## src/rtl/inst_fetch_unit_if.sv

```systemverilog
// Fetch unit bus bundle: instruction-memory read port and
// the instruction valid/ready stream toward the control unit.
interface inst_fetch_unit_if;
    logic        mem_req;
    logic [15:0] mem_addr;
    logic        mem_ack;
    logic [15:0] mem_rdata;
    logic        inst_valid;
    logic [15:0] instruction;
    logic [15:0] inst_pc;
    logic        inst_ready;

    modport master (
        output mem_req, mem_addr,
        input  mem_ack, mem_rdata,
        output inst_valid, instruction, inst_pc,
        input  inst_ready
    );

    modport slave (
        input  mem_req, mem_addr,
        output mem_ack, mem_rdata,
        input  inst_valid, instruction, inst_pc,
        output inst_ready
    );
endinterface

```

## src/rtl/inst_fetch_unit.sv

```systemverilog
// Instruction fetch front end: owns the fetch PC, reads memory one
// word at a time into a small prefetch FIFO, and applies redirects.
module inst_fetch_unit #(
    parameter logic [15:0] RESET_PC  = 16'h0000,
    parameter int          BUF_DEPTH = 2
) (
    input  logic                clk,
    input  logic                rst,
    inst_fetch_unit_if.master   bus,
    input  logic                branch_en,
    input  logic [9:0]          pc_offset,
    input  logic [15:0]         branch_pc,
    output logic [15:0]         fetch_pc,
    output logic [1:0]          fsm_state
);
    localparam int CW = $clog2(BUF_DEPTH + 1);

    typedef enum logic [1:0] {
        IDLE    = 2'd0,
        REQ     = 2'd1,
        DISCARD = 2'd2
    } state_t;

    typedef struct packed {
        logic [15:0] word;
        logic [15:0] addr;
    } entry_t;

    state_t        state_q, state_d;
    logic          req_q, req_d;
    logic [15:0]   addr_q, addr_d;
    logic [15:0]   pc_q, pc_d;
    logic [CW-1:0] count_q, count_d;
    entry_t        buf_q [BUF_DEPTH];
    entry_t        buf_d [BUF_DEPTH];

    logic          pop;
    logic          push;
    logic          flush;
    logic [CW-1:0] cnt_ap;
    logic [15:0]   offset16;
    logic [15:0]   target;

    assign pop      = bus.inst_valid & bus.inst_ready;
    assign cnt_ap   = count_q - CW'(pop);
    assign offset16 = {{5{pc_offset[9]}}, pc_offset, 1'b0};
    assign target   = (branch_pc & 16'hFFFE) + 16'd2 + offset16;

    always_comb begin
        state_d = state_q;
        req_d   = req_q;
        addr_d  = addr_q;
        pc_d    = pc_q;
        push    = 1'b0;
        flush   = 1'b0;
        unique case (state_q)
            IDLE: begin
                if (branch_en) begin
                    flush = 1'b1;
                    pc_d  = target;
                end else if (cnt_ap < CW'(BUF_DEPTH)) begin
                    req_d   = 1'b1;
                    addr_d  = pc_q;
                    state_d = REQ;
                end
            end
            REQ: begin
                if (bus.mem_ack) begin
                    req_d   = 1'b0;
                    state_d = IDLE;
                    if (branch_en) begin
                        flush = 1'b1;
                        pc_d  = target;
                    end else begin
                        push = 1'b1;
                        pc_d = pc_q + 16'd2;
                    end
                end else if (branch_en) begin
                    flush   = 1'b1;
                    pc_d    = target;
                    state_d = DISCARD;
                end
            end
            DISCARD: begin
                // The in-flight read must still be acked before reuse.
                if (branch_en) begin
                    flush = 1'b1;
                    pc_d  = target;
                end
                if (bus.mem_ack) begin
                    req_d   = 1'b0;
                    state_d = IDLE;
                end
            end
            default: state_d = IDLE;
        endcase
    end

    always_comb begin
        buf_d = buf_q;
        for (int i = 0; i < BUF_DEPTH - 1; i++) begin
            if (pop) buf_d[i] = buf_q[i+1];
        end
        for (int i = 0; i < BUF_DEPTH; i++) begin
            if (push && cnt_ap == CW'(i)) begin
                buf_d[i] = {bus.mem_rdata, addr_q};
            end
        end
        count_d = flush ? '0 : cnt_ap + CW'(push);
    end

    always_ff @(posedge clk) begin
        if (!rst) begin
            state_q <= IDLE;
            req_q   <= 1'b0;
            addr_q  <= RESET_PC;
            pc_q    <= RESET_PC;
            count_q <= '0;
            for (int i = 0; i < BUF_DEPTH; i++) begin
                buf_q[i] <= '0;
            end
        end else begin
            state_q <= state_d;
            req_q   <= req_d;
            addr_q  <= addr_d;
            pc_q    <= pc_d;
            count_q <= count_d;
            buf_q   <= buf_d;
        end
    end

    assign bus.mem_req     = req_q;
    assign bus.mem_addr    = addr_q;
    assign bus.inst_valid  = (count_q != '0);
    assign bus.instruction = buf_q[0].word;
    assign bus.inst_pc     = buf_q[0].addr;
    assign fetch_pc        = pc_q;
    assign fsm_state       = state_q;
endmodule
```

## src/flat_wrapper.sv

```systemverilog
// flat-port wrapper written by rule: the top's interface ports become plain ports
module inst_fetch_unit_flat 
#(
    parameter logic [15:0] RESET_PC  = 16'h0000,
    parameter int          BUF_DEPTH = 2
)
  (clk, rst, branch_en, pc_offset, branch_pc, fetch_pc, fsm_state, bus_mem_req, bus_mem_addr, bus_mem_ack, bus_mem_rdata, bus_inst_valid, bus_instruction, bus_inst_pc, bus_inst_ready);
  inst_fetch_unit_if bus_i ();
  input  logic clk;
  input  logic rst;
  input  logic branch_en;
  input  logic [9:0] pc_offset;
  input  logic [15:0] branch_pc;
  output logic [15:0] fetch_pc;
  output logic [1:0] fsm_state;
  output wire logic [$bits(bus_i.mem_req)-1:0] bus_mem_req;
  output wire logic [$bits(bus_i.mem_addr)-1:0] bus_mem_addr;
  input wire logic [$bits(bus_i.mem_ack)-1:0] bus_mem_ack;
  input wire logic [$bits(bus_i.mem_rdata)-1:0] bus_mem_rdata;
  output wire logic [$bits(bus_i.inst_valid)-1:0] bus_inst_valid;
  output wire logic [$bits(bus_i.instruction)-1:0] bus_instruction;
  output wire logic [$bits(bus_i.inst_pc)-1:0] bus_inst_pc;
  input wire logic [$bits(bus_i.inst_ready)-1:0] bus_inst_ready;
  assign bus_mem_req = bus_i.mem_req;
  assign bus_mem_addr = bus_i.mem_addr;
  assign bus_i.mem_ack = bus_mem_ack;
  assign bus_i.mem_rdata = bus_mem_rdata;
  assign bus_inst_valid = bus_i.inst_valid;
  assign bus_instruction = bus_i.instruction;
  assign bus_inst_pc = bus_i.inst_pc;
  assign bus_i.inst_ready = bus_inst_ready;
  inst_fetch_unit #(.RESET_PC(RESET_PC), .BUF_DEPTH(BUF_DEPTH)) u_core (.clk(clk), .rst(rst), .bus(bus_i), .branch_en(branch_en), .pc_offset(pc_offset), .branch_pc(branch_pc), .fetch_pc(fetch_pc), .fsm_state(fsm_state));
endmodule
```

## config.mk

```make
export PLATFORM = sky130hd
export DESIGN_NAME = inst_fetch_unit_flat
export DESIGN_NICKNAME = d
export VERILOG_FILES = /design/src/rtl/inst_fetch_unit_if.sv /design/src/rtl/inst_fetch_unit.sv /design/src/flat_wrapper.sv
export SDC_FILE = /design/constraint.sdc
export NUM_CORES = 1
export LEC_CHECK = 0
export BUFFER_PORTS_ARGS = -buffer_cell sky130_fd_sc_hd__buf_2
export CAP_MARGIN = 20
export CORE_MARGIN = 3
export CORE_UTILIZATION = 50
export DETAILED_ROUTE_END_ITERATION = 8
export GPL_ROUTABILITY_DRIVEN = 0
export HOLD_SLACK_MARGIN = 0.08
export PLACE_DENSITY_LB_ADDON = 0.1
export SLEW_MARGIN = 20
export SYNTH_ARGS = -nofsm -noshare
export SYNTH_HDL_FRONTEND = slang
export SYNTH_SLANG_ARGS = --single-unit
```

## constraint.sdc

```tcl
create_clock -name clk -period 4.9 [get_ports clk]
set_clock_uncertainty 0.1 [all_clocks]
set_input_delay 0.245 -clock clk [delete_from_list [all_inputs] [get_ports clk]]
set_output_delay 0.245 -clock clk [all_outputs]
set_load 0.02 [all_outputs]
```

# --- Word-level counts from Yosys, hierarchy flattened ---
# Cells that the tools add are included.
word_totals:
  mem_bits_rw: 0
  mem_bits_ro: 0
  reg_bits: 101
  input_bits: 47
  memories: 0
  latchBits: 0
  out_inout_bits: 68
  word_cells: 62
classes:
  n_bitwise: 3
  div: 0
  reduce_logical: 15
  muxes: 21
  eq_ne: 8
  n_mul: 0
  add_sub_neg: 5
  shifts: 0
  magnitude_cmp: 1
ops:
  columns: ["cell", "n"]
  rows:
  - ["$mux 32", 2]
  - ["$mux 16", 3]
  - ["$add 16x2->16 const B", 2]
  - ["$pmux 16 s2", 1]
  - ["$add 16x16->16", 1]
  - ["$mux 2", 5]
  - ["$mux 1", 8]
  - ["$reduce_and 4->1", 2]
  - ["$reduce_bool 2->1", 4]
  - ["$pmux 2 s3", 1]
  - ["$reduce_or 2->1", 3]
  - ["$eq 2x1->1 const B", 2]
  - ["$logic_not 2->1", 2]
  - ["$ne 2x1->1 const B", 2]
  - ["$ne 2x2->1 const B", 2]
  - ["$ne 3x3->1 const B", 1]
  - ["$reduce_and 3->1", 1]
  - ["$reduce_or 3->1", 1]
  - ["$add 2x1->2", 1]
  - ["$eq 2x2->1 const B", 1]
  - ["$logic_and 1x1->1", 2]
  - ["$lt 2x2->1 const B", 1]
  - ["$not 1->1", 2]
  - ["$pmux 1 s2", 1]
  - ["2 further kinds", 2]

# --- Depth between registers and ports, before layout ---
# Gate-level depths: netlist of the first run.
depth:
  depth_word: 7
  mapped_depth: 12
  mapped_depth_nobuf: 11

# --- Worst setup path after synthesis of the first run ---
# OpenSTA, ideal clock, no wires.
synth_timing:
  path_type: "register -> register"
  start: "reg u_core.count_q[1]"
  end: "reg u_core.buf_q, in the netlist u_core.bus.inst_pc[0]"
  period_less_slack_ns: 2.660
  required_time_ns: 4.714
  path_buffers: 3
  setup_ns: 0.086
  stages_incl_launch_ff: 12
  arrival_ns: 2.475
  setup_slack_ns: 2.240
  cell_sequence: "dfxtp_1 or2_2 nand2_1 buf_2 inv_1 ha_1 xor2_1 or3_1 clkbuf_1 buf_2 nor2_1 a211oi_1"
synth_via:
  elab_chain_cells: 6
  elab_cells_between_ends: 7
  cone_classes: "add/sub (1); mux (1); bitwise (1); reduce/logical (4)"
synth_lines:
  columns: ["element", "line", "text"]
  rows:
  - ["start: declaration", "inst_fetch_unit.sv:33", "logic [CW-1:0] count_q, count_d;"]
  - ["start signal: assignment", "inst_fetch_unit.sv:127", "count_q <= count_d;"]
  - ["$reduce_bool 2->1 *", "inst_fetch_unit.sv:134", "assign bus.inst_valid = (count_q != '0);"]
  - ["via bus_inst_valid", "flat_wrapper.sv:20", "output wire logic [$bits(bus_i.inst_valid)-1:0] bus_inst_valid;"]
  - ["$and 1x1->1 *", "inst_fetch_unit.sv:44", "assign pop = bus.inst_valid & bus.inst_ready;"]
  - ["$sub 2x1->2", "inst_fetch_unit.sv:45", "assign cnt_ap = count_q - CW'(pop);"]
  - ["$logic_not 2->1", "inst_fetch_unit.sv:105", "if (push && cnt_ap == CW'(i)) begin"]
  - ["$logic_and 1x1->1", "inst_fetch_unit.sv:105", null]
  - ["$mux 32 or $reduce_bool 2->1 (tied branches)", null, null]
  - ["end signal: assignment", "inst_fetch_unit.sv:128", "buf_q <= buf_d;"]
  - ["end: declaration", "inst_fetch_unit.sv:34", "entry_t buf_q [BUF_DEPTH];"]
# The timed path passes the listed nets; every way through them passes the cells marked *.
# A chain may end at the register's enable or synchronous reset.

# --- Worst setup path in the final report of the first run ---
layout_timing:
  start: "reg u_core.count_q[1]"
  end: "reg u_core.buf_q, in the netlist u_core.bus.instruction[8]"
layout_via:
  elab_chain_cells: 6
  elab_cells_between_ends: 7
  cone_classes: "add/sub (1); mux (1); bitwise (1); reduce/logical (4)"
layout_lines:
  columns: ["element", "line"]
  rows:
  - ["$reduce_bool 2->1", "inst_fetch_unit.sv:134"]
  - ["$and 1x1->1", "inst_fetch_unit.sv:44"]
  - ["$sub 2x1->2", "inst_fetch_unit.sv:45"]
  - ["$logic_not 2->1", "inst_fetch_unit.sv:105"]
  - ["$logic_and 1x1->1", "inst_fetch_unit.sv:105"]
  - ["$mux 32 or $reduce_bool 2->1 (tied branches)", null]
# Several ways; a longest one is shown, not always the timed one.

==> results of run 1 <==
==> stage by stage <==
stage,cell area (um^2),total power [mW],util,instances
finish,6110,1.87,0.589,866
detailed placement,5730,1.30,0.552,834
floorplan,5360,1.20,-,652
CTS,6110,1.89,0.589,866
global route,6110,1.97,0.589,866
global placement,5730,1.29,0.552,834
==> state kept, by name (all words and copies together), names as in the netlist <==
name                    cells
u_core.bus.mem_addr        16
u_core.bus.instruction     16
u_core.bus.inst_pc         16
u_core.fsm_state            2
u_core.bus.mem_req          1
u_core.buf_q               32
u_core.fetch_pc            16
u_core.count_q              2
==> per-layer routing <==
| metal | GRT usage | up-vias | part of all wire | wire (um) |
|---|---|---|---|---|
| met5 | 0 | - | 0 | 0 |
| met4 | 0.0668 | 0 | 0.011 | 138 |
| met3 | 0.0364 | 9 | 0.053 | 663 |
| met2 | 0.362 | 124 | 0.47 | 5880 |
| met1 | 0.270 | 2204 | 0.46 | 5750 |
| li1 | - | 2384 | - | - |
==> critical path, stage by stage (launching register included) <==
cell	delay, ns
dfxtp_1	0.33
or2_2	0.32
nand2_2	0.07
buf_4	0.47
inv_1	0.10
ha_1	0.21
xor2_1	0.35
or3_4	0.62
nor2_1	0.10
a211oi_1	0.25
==> cell type report <==
type | instances | area (um^2) | area share
clock buffers | 10 | 128 | 0.0209
clock inverters | 6 | 93.8 | 0.0154
inverters | 14 | 52.6 | 0.00860
flip-flops and latches | 101 | 2020 | 0.331
multi-input cells | 466 | 2890 | 0.473
well taps | 136 | 170 | 0.0278
repair buffers | 133 | 756 | 0.124
==> cell usage after synthesis (2+ instances only) <==
master    instances  share of area
a21o_1            3         0.0042
o211ai_1          2         0.0028
o21ai_0          18          0.017
nand3_1           3         0.0028
nor3_1            5         0.0047
nand2b_1          4         0.0047
or2_2             2         0.0023
buf_1             2         0.0014
a41o_1            3         0.0056
o221a_2           2         0.0042
xor2_1            5         0.0082
and2_1            4         0.0047
dfxtp_1         101           0.38
a211oi_1         38          0.053
buf_4            34          0.048
or3_1             3         0.0035
nand2_1         114          0.080
clkbuf_1         26          0.018
a21oi_1          79          0.074
a31oi_1           4         0.0047
ha_1             35          0.082
nand4_1           2         0.0023
and4_1            3         0.0049
a41oi_1           2         0.0033
and3_1            3         0.0035
o21bai_1          2         0.0028
mux2i_1          34          0.064
xnor2_1           9          0.015
nor2b_1           3         0.0035
o22ai_1           2         0.0023
nor2_1           65          0.046
inv_1            13         0.0091
buf_2             9         0.0084
==> report_power, final <==
group          switching, mW  internal, mW  leakage [nW]  total [mW]
logic                  0.228         0.156          1.94       0.384
clock network          0.291         0.293         0.107       0.584
registers             0.0438         0.862         0.821       0.905
total                  0.563          1.31          2.87        1.87
==> worst paths after layout <==
| check | to | slack [ns] | from | cells past startpoint |
|---|---|---|---|---|
| worst min-delay path | u_core.fetch_pc[3] | 0.17 | rst | 2 |
| worst max-delay path | u_core.bus.instruction[8] | 1.85 | u_core.count_q[1] | 9 |
| worst max register to register | u_core.bus.instruction[8] | 1.85 | u_core.count_q[1] | 9 |
| worst min register to register | u_core.buf_q[23] | 0.36 | u_core.buf_q[23] | 2 |
==> kinds of logic (layout without fill, tap and decap cells) <==
group | after synthesis | after routing | share of synthesized area
muxes | 35 | 35 | 0.0663
xor gates and xnor gates | 14 | 14 | 0.0229
and+or+nand+nor | 217 | 217 | 0.173
AOI/OAI and AO/OA | 164 | 164 | 0.190
adders and majority gates | 36 | 36 | 0.0855
DFF | 101 | 101 | 0.377
buffers and inverters | 85 | 163 | 0.0855
==> results.md, run 1 <==
* Async set-reset flop share out of synthesis at 0
* CP max FO at 64
* Post-Synthesis Cells at 652
* Post_cts resized at 0
* Final Max Slew Viols at 0
* I/O pin count at 115
* Clock Tree Buf Depth at 2
* Area of the mapped netlist at 0.00536 mm^2
* Worst Setup End Kind: register
* Area growth from synthesis to layout at 14.1%
* DR iter-0 viols at 324
* Mean Syn Cell Area at 8.22 um^2
* Post-synth EDFFs at 0
* Initial core utilization at 0.517
* CTS tree: yes
* H-Tree Level Count at 3
* Outcome: finished, final reports clean
* Final setup viols at 0
* Leak at 2.87 nW
* Worst IR Drop VDD at 0.181 mV
* Hold_ws at 0.165 ns
* Hold_buf cts at 16
* Arrival time worst endpoint at 3.22 ns
* Fin crit period at 3.05 ns
* WL per Instance at 14.4 um
* Die Area at 0.0120 mm^2
* Hold Path Class: in -> reg
* Slew at the pin closest to its max-slew limit at 0.926 ns
* Rows at 37
* Root buffer cell: clkbuf_8
* Synth warn at 0
* Setup Buffers After CTS at 0
* Slew margin rel. at 0.383
* Clk_lat worst skew at 0.35 ns
* CTS Sinks at 101
* Die Ht at 110 um
* Core footprint at 0.0104 mm^2
* Max Fclk at 328 MHz
* Drt drc at 0
* ANT cells at 0
* CP required at 5.07 ns
* PwrDens at 306 mW/mm^2
* Final Hold Fails at 0
* Routed vias/inst at 5.45
* Final net count at 808
* Total negative slack at 0 ns
* Seq/Total Area, Yosys at 0.377
* Routed vias at 4721
* First-pass GRT wire length at 20.7 mm
* Detailed Place HPWL at 8.60 mm
* PortBufs at 113
* Layout cells sized above 1 at 0.201
* CP startpoint kind: register
* Crit share post-route at 0.622
* Total Routed Length at 12.4 mm
* Yosys reg bits at 101
* Initial antenna violation count at 0
* Crit Path Category: reg -> reg
* Syn Nets at 735
* CTS clock-pin slew for the worst setup and hold paths at 0.10 ns
* Total Routing Usage GR at 0.211
* Unique masters post-synth at 51
* Synth Flop Type: dfxtp_1
* Worst Setup Slack, final at 1.85 ns
* Post-Place Worst Slack at 1.56 ns
* # fillers at 997
* Number of global-route vias before repair at 4467
* ANT nets after route at 0
* Total grt overflow at 0
* Unrepaired setup endpoints after global routing: no
* Die Width at 110 um
* MaxCap Viol Count at 0
* DRT Pass-1 Iters at 4
* Most frequent cells in the layout: nand2_1 (113), buf_2 (113), dfxtp_1 (101)
* Num CTS Buffers at 9
* Largest net degree at the start of global routing at 88
No activity file was read; power rests on OpenSTA's default activity.
==> run 2: changes to the inputs <==
==> constraint.sdc (replaced) <==
create_clock -name clk -period 2.9 [get_ports clk]
set_clock_uncertainty 0.1 [all_clocks]
set_input_delay 0.145 -clock clk [delete_from_list [all_inputs] [get_ports clk]]
set_output_delay 0.145 -clock clk [all_outputs]
set_load 0.02 [all_outputs]
==> run 2 against run 1 <==
Final area grew 0.47%. Global-route usage barely moved. Core utilization rose by 0.28 points. Sequential power rose by 69%. Critical path type unchanged.
==> results.md, run 2 (same netlist as run 1, synthesis figures left out) <==
* Clk_lat worst skew at 0.36 ns (about the same)
* ANT cells at 0 (unchanged)
* Largest register FFs at 32 (unchanged)
* PortBufs at 113 (unchanged)
* MaxCap Viol Count at 0 (unchanged)
* Number of global-route vias before repair at 4385 (-1.8%)
* Max Fclk at 419 MHz (+28%)
* I/O pin count at 115 (unchanged)
* CTS Sinks at 101 (unchanged)
* Crit Path Category: reg -> reg
* Area growth from synthesis to layout at 14.6%
* Most frequent cells in the layout: nand2_1 (113), buf_2 (113), dfxtp_1 (101)
* Detailed Place HPWL at 8.82 mm (+2.5%)
* Final Hold Fails at 0 (unchanged)
* R2R depth at 7 (-2)
* Clock Tree Buf Depth at 2 (unchanged)
* Routed vias at 4669 (-1.1%)
* Arrival time worst endpoint at 2.54 ns (-0.68 ns)
* # fillers at 990 (-0.70%)
* Total negative slack at 0 ns (unchanged)
* ANT nets after route at 0 (unchanged)
* Critical R2R Launch: u_core.fsm_state[1]
* Final Max Slew Viols at 0 (unchanged)
* Layout cells sized above 1 at 0.206 (+0.00487)
* Drt drc at 0 (unchanged)
* Outcome: finished, final reports clean
* Fin area at 0.00614 mm^2 (+0.47%)
* CP startpoint kind: register
* Root buffer cell: clkbuf_8
* Die Ht at 110 um (unchanged)
* DRT Pass-1 Iters at 4 (unchanged)
* First-pass GRT wire length at 20.5 mm (-0.87%)
* Cells along the critical path: inv_1 > ha_1 > and4bb_1 > and3_1 > a31o_2 > a31oi_1 > a221o_1
* Rows at 37 (unchanged)
* Share of total power in the clock network at 0.278 (-0.034)
* Initial antenna violation count at 0 (unchanged)
* Post_cts resized at 0 (unchanged)
* Slew margin rel. at 0.367 (-0.0164)
* Die Width at 110 um (unchanged)
* FF/Latch Area at 0.00202 mm^2 (unchanged)
* Leak at 2.89 nW (+0.73%)
* Total Routed Length at 12.5 mm (+0.28%)
* PwrDens at 494 mW/mm^2 (+61%)
* Worst IR Drop VDD at 0.216 mV (+20%)
* Routed vias/inst at 5.35 (-1.9%)
* Non-filler cells, final at 873 (+0.81%)
* Hold depth at 6 (+4)
* Total power at 3.03 mW (+62%)
* Int Pwr at 2.06 mW (+57%)
* Largest net degree at the start of global routing at 65 (-26%)
* Fin crit period at 2.39 ns (-0.663 ns)
* Worst Setup End Kind: register
* Total grt overflow at 0 (unchanged)
* Setup Buffers After CTS at 0 (unchanged)
* WL per Instance at 14.3 um (-0.52%)
* RR Endpoint: u_core.fetch_pc[12]
* Core footprint at 0.0104 mm^2 (unchanged)
* DR iter-0 viols at 292 (-9.9%)
* CP max stage cell: dfxtp_1
* Setup crit start: u_core.fsm_state[1]
* Sw frac at 0.321 (+0.0209)
* CP Capture Point: u_core.fetch_pc[12]
* Die Area at 0.0120 mm^2 (unchanged)
* CTS clock-pin slew for the worst setup and hold paths at 0.10 ns (about the same)
* H-Tree Level Count at 3 (unchanged)
* Crit share post-route at 0.823 (+0.201)
* Hold Path Class: in -> reg
* Final net count at 815 (+0.87%)
* Placement-stage cell area at 0.00578 mm^2 (+0.87%)
* Slew at the pin closest to its max-slew limit at 0.949 ns (+0.0233 ns)
* Unrepaired setup endpoints after global routing: no
* CP required at 3.05 ns (-2.02 ns)
* Comb pwr share at 0.217 (+0.012)
* Flop pwr share at 0.505 (+0.022)
* CP max FO at 10 (-84%)
* R2r setup slk at 0.51 ns (-1.34 ns)
* Num CTS Buffers at 9 (unchanged)
* Crit path largest cell delay at 0.45 ns (-0.17 ns)
* Final setup viols at 0 (unchanged)
* Initial core utilization at 0.517 (unchanged)
* Total Routing Usage GR at 0.211 (-0.000495)
* Multi-input gate area at 0.00289 mm^2 (-0.13%)
* CTS tree: yes
* Most flops, register: u_core.buf_q
* Switching power at 0.974 mW (+73%)
* Number of instances in the placed design at 839 (+0.60%)
-- run 2: cell count changes in the layout (fill, tap and decap cells not counted) --
cell and delta:
inv_6 -1, buf_4 +4, dlygate4sd3_1 +2, or3_2 +1, buf_12 +1, inv_8 +2
or3_4 -1, bufinv_16 -2, clkinv_4 +1
-- run 2: power groups by stage --
stage / combinational [mW] / clock (mW) / sequential [mW]
after detailed placement: 0.640 / 0 / 1.56
after CTS: 0.662 / 0.859 / 1.53
after global routing: 0.735 / 0.923 / 1.54
final: 0.657 / 0.844 / 1.53
after floorplan: 0.435 / 0 / 1.59
after global placement: 0.626 / 0 / 1.56
-- run 2: how the worst min path moves through the flow --
| stage | startpoint | end | slack, ns |
|---|---|---|---|
| 6_report | branch_pc[1] | u_core.fetch_pc[1] | 0.16 |
| 5_1_grt | branch_pc[15] | u_core.fetch_pc[15] | 0.19 |
| 4_1_cts | branch_pc[15] | u_core.fetch_pc[15] | 0.15 |
| 3_5_place_dp | bus_mem_rdata[10] | u_core.buf_q[26] | 0.30 |
| 3_3_place_gp | bus_mem_rdata[9] | u_core.buf_q[25] | 0.30 |
| 2_1_floorplan | bus_mem_rdata[0] | u_core.buf_q[16] | 0.18 |
-- run 2: final cells by class --
| cell class | instances | share of cell area |
|---|---|---|
| timing repair buffer | 140 | 0.134 |
| multi-input combinational | 466 | 0.470 |
| sequential | 101 | 0.329 |
| clock inverter | 6 | 0.00917 |
| tap | 136 | 0.0277 |
| inverter | 14 | 0.00856 |
| clock buffer | 10 | 0.0208 |
-- run 2: worst max-delay path, delay by kind of cell, from the launching register on --
family,cells,cell delay (ns)
AND/OR/NAND/NOR,2,0.72
buffers and inverters,1,0.11
AO/OA/AOI/OAI,3,0.63
adder cells (fa/ha/maj),1,0.26
flip-flops,1,0.45
-- run 2: what timing repair did --
item	4_1_cts	5_1_grt
hold buffers	18	0
endpoints found under the hold margin	41	0
endpoints found under the setup margin	0	0
-- run 2: through the flow --
| step | utilization | setup WS, ns | hold slack, ns |
|---|---|---|---|
| 2_1_floorplan | - | 0.240 | 0.181 |
| 3_3_place_gp | 0.557 | 0.180 | 0.296 |
| 3_5_place_dp | 0.557 | 0.158 | 0.305 |
| 4_1_cts | 0.592 | 0.524 | 0.154 |
| 5_1_grt | 0.592 | 0.295 | 0.194 |
| 6_report | 0.592 | 0.514 | 0.157 |
-- run 2: layer usage --
layer  share of wire  vias up  global-route usage
met5               0        -                   0
met4          0.0098        0              0.0543
met3           0.046        9              0.0358
met2            0.47      119               0.363
li1                -     2396                   -
met1            0.47     2145               0.274
==> run 3: changes to the inputs <==
==> constraint.sdc (replaced) <==
create_clock -name clk -period 2 [get_ports clk]
set_clock_uncertainty 0.1 [all_clocks]
set_input_delay 0.1 -clock clk [delete_from_list [all_inputs] [get_ports clk]]
set_output_delay 0.1 -clock clk [all_outputs]
set_load 0.02 [all_outputs]
==> run 3 against run 2 <==
The run now ends with negative setup slack left. Global-route usage grew 1.5 points. Die area is the same. Final area grew 14%. Clock-buffer cell count grew 2. Core utilization grew 8.3 points. Non-clock buffer count grew 53.
==> results.md, run 3 (same netlist as run 1, synthesis figures left out) <==
* Outcome: complete, but fails checks
* Failing checks: negative setup slack
* PwrDens at 682 mW/mm^2 (+38%)
* Most flops, register: u_core.buf_q
* Final Max Slew Viols at 0 (unchanged)
* Met3 usage at 0.0405 (+0.00470)
* Num CTS Buffers at 9 (unchanged)
* Slew at the pin closest to its max-slew limit at 0.577 ns (-0.371 ns)
* Crit Path Category: reg -> reg
* H-Tree Level Count at 3 (unchanged)
* Routed vias at 4946 (+5.9%)
* Area growth from synthesis to layout at 30.8%
* Total Routed Length at 13.3 mm (+7.1%)
* Sw frac at 0.311 (-0.0104)
* Final net count at 868 (+6.5%)
* Final setup viols at 1 (+1)
* CTS tree: yes
* Most frequent cells in the layout: buf_2 (113), nand2_1 (110), dfxtp_1 (97)
* Initial antenna violation count at 0 (unchanged)
* Hold depth at 6 (unchanged)
* Die Area at 0.0120 mm^2 (unchanged)
* PortBufs at 113 (unchanged)
* Drt drc at 0 (unchanged)
* Final Hold Fails at 0 (unchanged)
* First-pass GRT wire length at 21.6 mm (+5.5%)
* # fillers at 896 (-9.5%)
* Commonest non-fill, non-tap cell in the layout: buf_2
* Leak at 3.24 nW (+12%)
* Switching power at 1.49 mW (+53%)
* Share of total power in the clock network at 0.282 (+0.004)
* CP required at 2.19 ns (-0.86 ns)
* R2R depth at 8 (+1)
* Worst IR Drop VDD at 0.302 mV (+40%)
* Placement-stage cell area at 0.00641 mm^2 (+11%)
* Comb pwr share at 0.258 (+0.041)
* Slew margin rel. at 0.615 (+0.249)
* Clk_lat worst skew at 0.37 ns (about the same)
* Max Fclk at 496 MHz (+18%)
* Hold Path Class: in -> reg
* Largest register FFs at 32 (unchanged)
* DRT Pass-1 Iters at 4 (unchanged)
* Die Ht at 110 um (unchanged)
* Hold_ws at 0.116 ns (-0.0409 ns)
* Fin area at 0.00701 mm^2 (+14%)
* Worst Setup Slack, final at -0.0166 ns (-0.530 ns)
* Die Width at 110 um (unchanged)
* Rows at 37 (unchanged)
* Total negative slack at -0.0166 ns (-0.0166 ns)
* Core footprint at 0.0104 mm^2 (unchanged)
* Crit share post-route at 1.01 (+0.185)
* Met2 usage at 0.386 (+0.0235)
* ANT cells at 0 (unchanged)
* DR iter-0 viols at 223 (-24%)
* ANT nets after route at 0 (unchanged)
* Met1 Resource Use GR at 0.284 (+0.0101)
* Int Pwr at 3.29 mW (+60%)
* Arrival time worst endpoint at 2.20 ns (-0.34 ns)
* Unrepaired setup endpoints after global routing: yes
* Gr busiest metal: met2
* Clock Tree Buf Depth at 2 (unchanged)
* CTS Sinks at 101 (unchanged)
* Fin crit period at 2.02 ns (-0.370 ns)
* WL per Instance at 14.4 um (+0.95%)
* Detailed Place HPWL at 9.49 mm (+7.6%)
* I/O pin count at 115 (unchanged)
* Initial core utilization at 0.517 (unchanged)
* Root buffer cell: clkbuf_8
* Flop pwr share at 0.459 (-0.046)
* Total Routing Usage GR at 0.225 (+0.0146)
* Layout cells sized above 1 at 0.348 (+0.142)
* MaxCap Viol Count at 0 (unchanged)
* Worst Setup End Kind: register
* CTS clock-pin slew for the worst setup and hold paths at 0.10 ns (about the same)
* CP max FO at 26 (+16)
* Largest net degree at the start of global routing at 54 (-17%)
* Total grt overflow at 0 (unchanged)
* Routed vias/inst at 5.34 (-0.13%)
* CP startpoint kind: register
* Number of global-route vias before repair at 4640 (+5.8%)
==> run 3: changes by cell type in the layout (fill, tap and decap cells not counted), moves of 6 or more <==
cell / before / now
buf_4: 8 / 52
a211oi_1: 38 / 16
a211oi_2: 1 / 23
nor2_1: 65 / 46
nor2_2: 0 / 16
ha_1: 35 / 27
ha_4: 0 / 6
==> run 3: worst max-delay path, cell delays in order, from the launching register on <==
cell	delay [ns]
dfxtp_2	0.33
or2_4	0.25
nand2_4	0.07
inv_4	0.03
ha_4	0.26
inv_2	0.03
or3_4	0.43
buf_12	0.19
a211oi_1	0.23
==> run 3: routing by layer <==
layer,vias up,share of wire,routed length [um]
li1,2510,-,-
met1,2279,0.45,6030
met2,138,0.48,6430
met3,19,0.050,662
met4,0,0.017,225
met5,-,0,0
==> run 3: timing repair <==
action                     4_1_cts  5_1_grt
gates resized for setup         13       26
pin swaps                        0        9
cloned                           1        1
setup endpoints to repair       71       87
hold endpoints to repair        48        0
setup buffers                    0        2
hold buffers                    18        0
==> run 3: final cells by class <==
class                      instances  area, um^2  area share
sequential                       101        2030       0.290
clock inverter                     4        35.0     0.00500
multi-input combinational        466        3200       0.457
clock buffer                      12         176      0.0252
timing repair buffer             193        1340       0.191
inverter                          14        56.3     0.00804
tap                              136         170      0.0243
==> run 3: worst paths after layout <==
kind | from | slack, ns | end
max | u_core.count_q[0] | -0.02 | u_core.bus.instruction[4]
min | branch_pc[1] | 0.12 | u_core.fetch_pc[1]
max reg2reg | u_core.count_q[0] | -0.02 | u_core.bus.instruction[4]
min reg2reg | u_core.buf_q[7] | 0.36 | u_core.buf_q[7]
==> run 3: power groups by stage <==
stage / sequential, mW / combinational, mW / clock [mW]
after floorplan: 2.31 / 0.711 / 0
after global placement: 2.24 / 1.13 / 0
after detailed placement: 2.24 / 1.15 / 0
after CTS: 2.19 / 1.20 / 1.38
after global routing: 2.21 / 1.36 / 1.45
final: 2.20 / 1.23 / 1.35
==> run 3: metrics by stage <==
step,instances,setup slack (ns),utilization,power [mW]
2_1_floorplan,652,-0.191,-,3.02
3_5_place_dp,888,-0.324,0.618,3.39
5_1_grt,926,-0.0852,0.676,5.03
4_1_cts,923,-0.0156,0.663,4.77
6_report,926,-0.0166,0.676,4.78
3_3_place_gp,888,-0.256,0.618,3.36
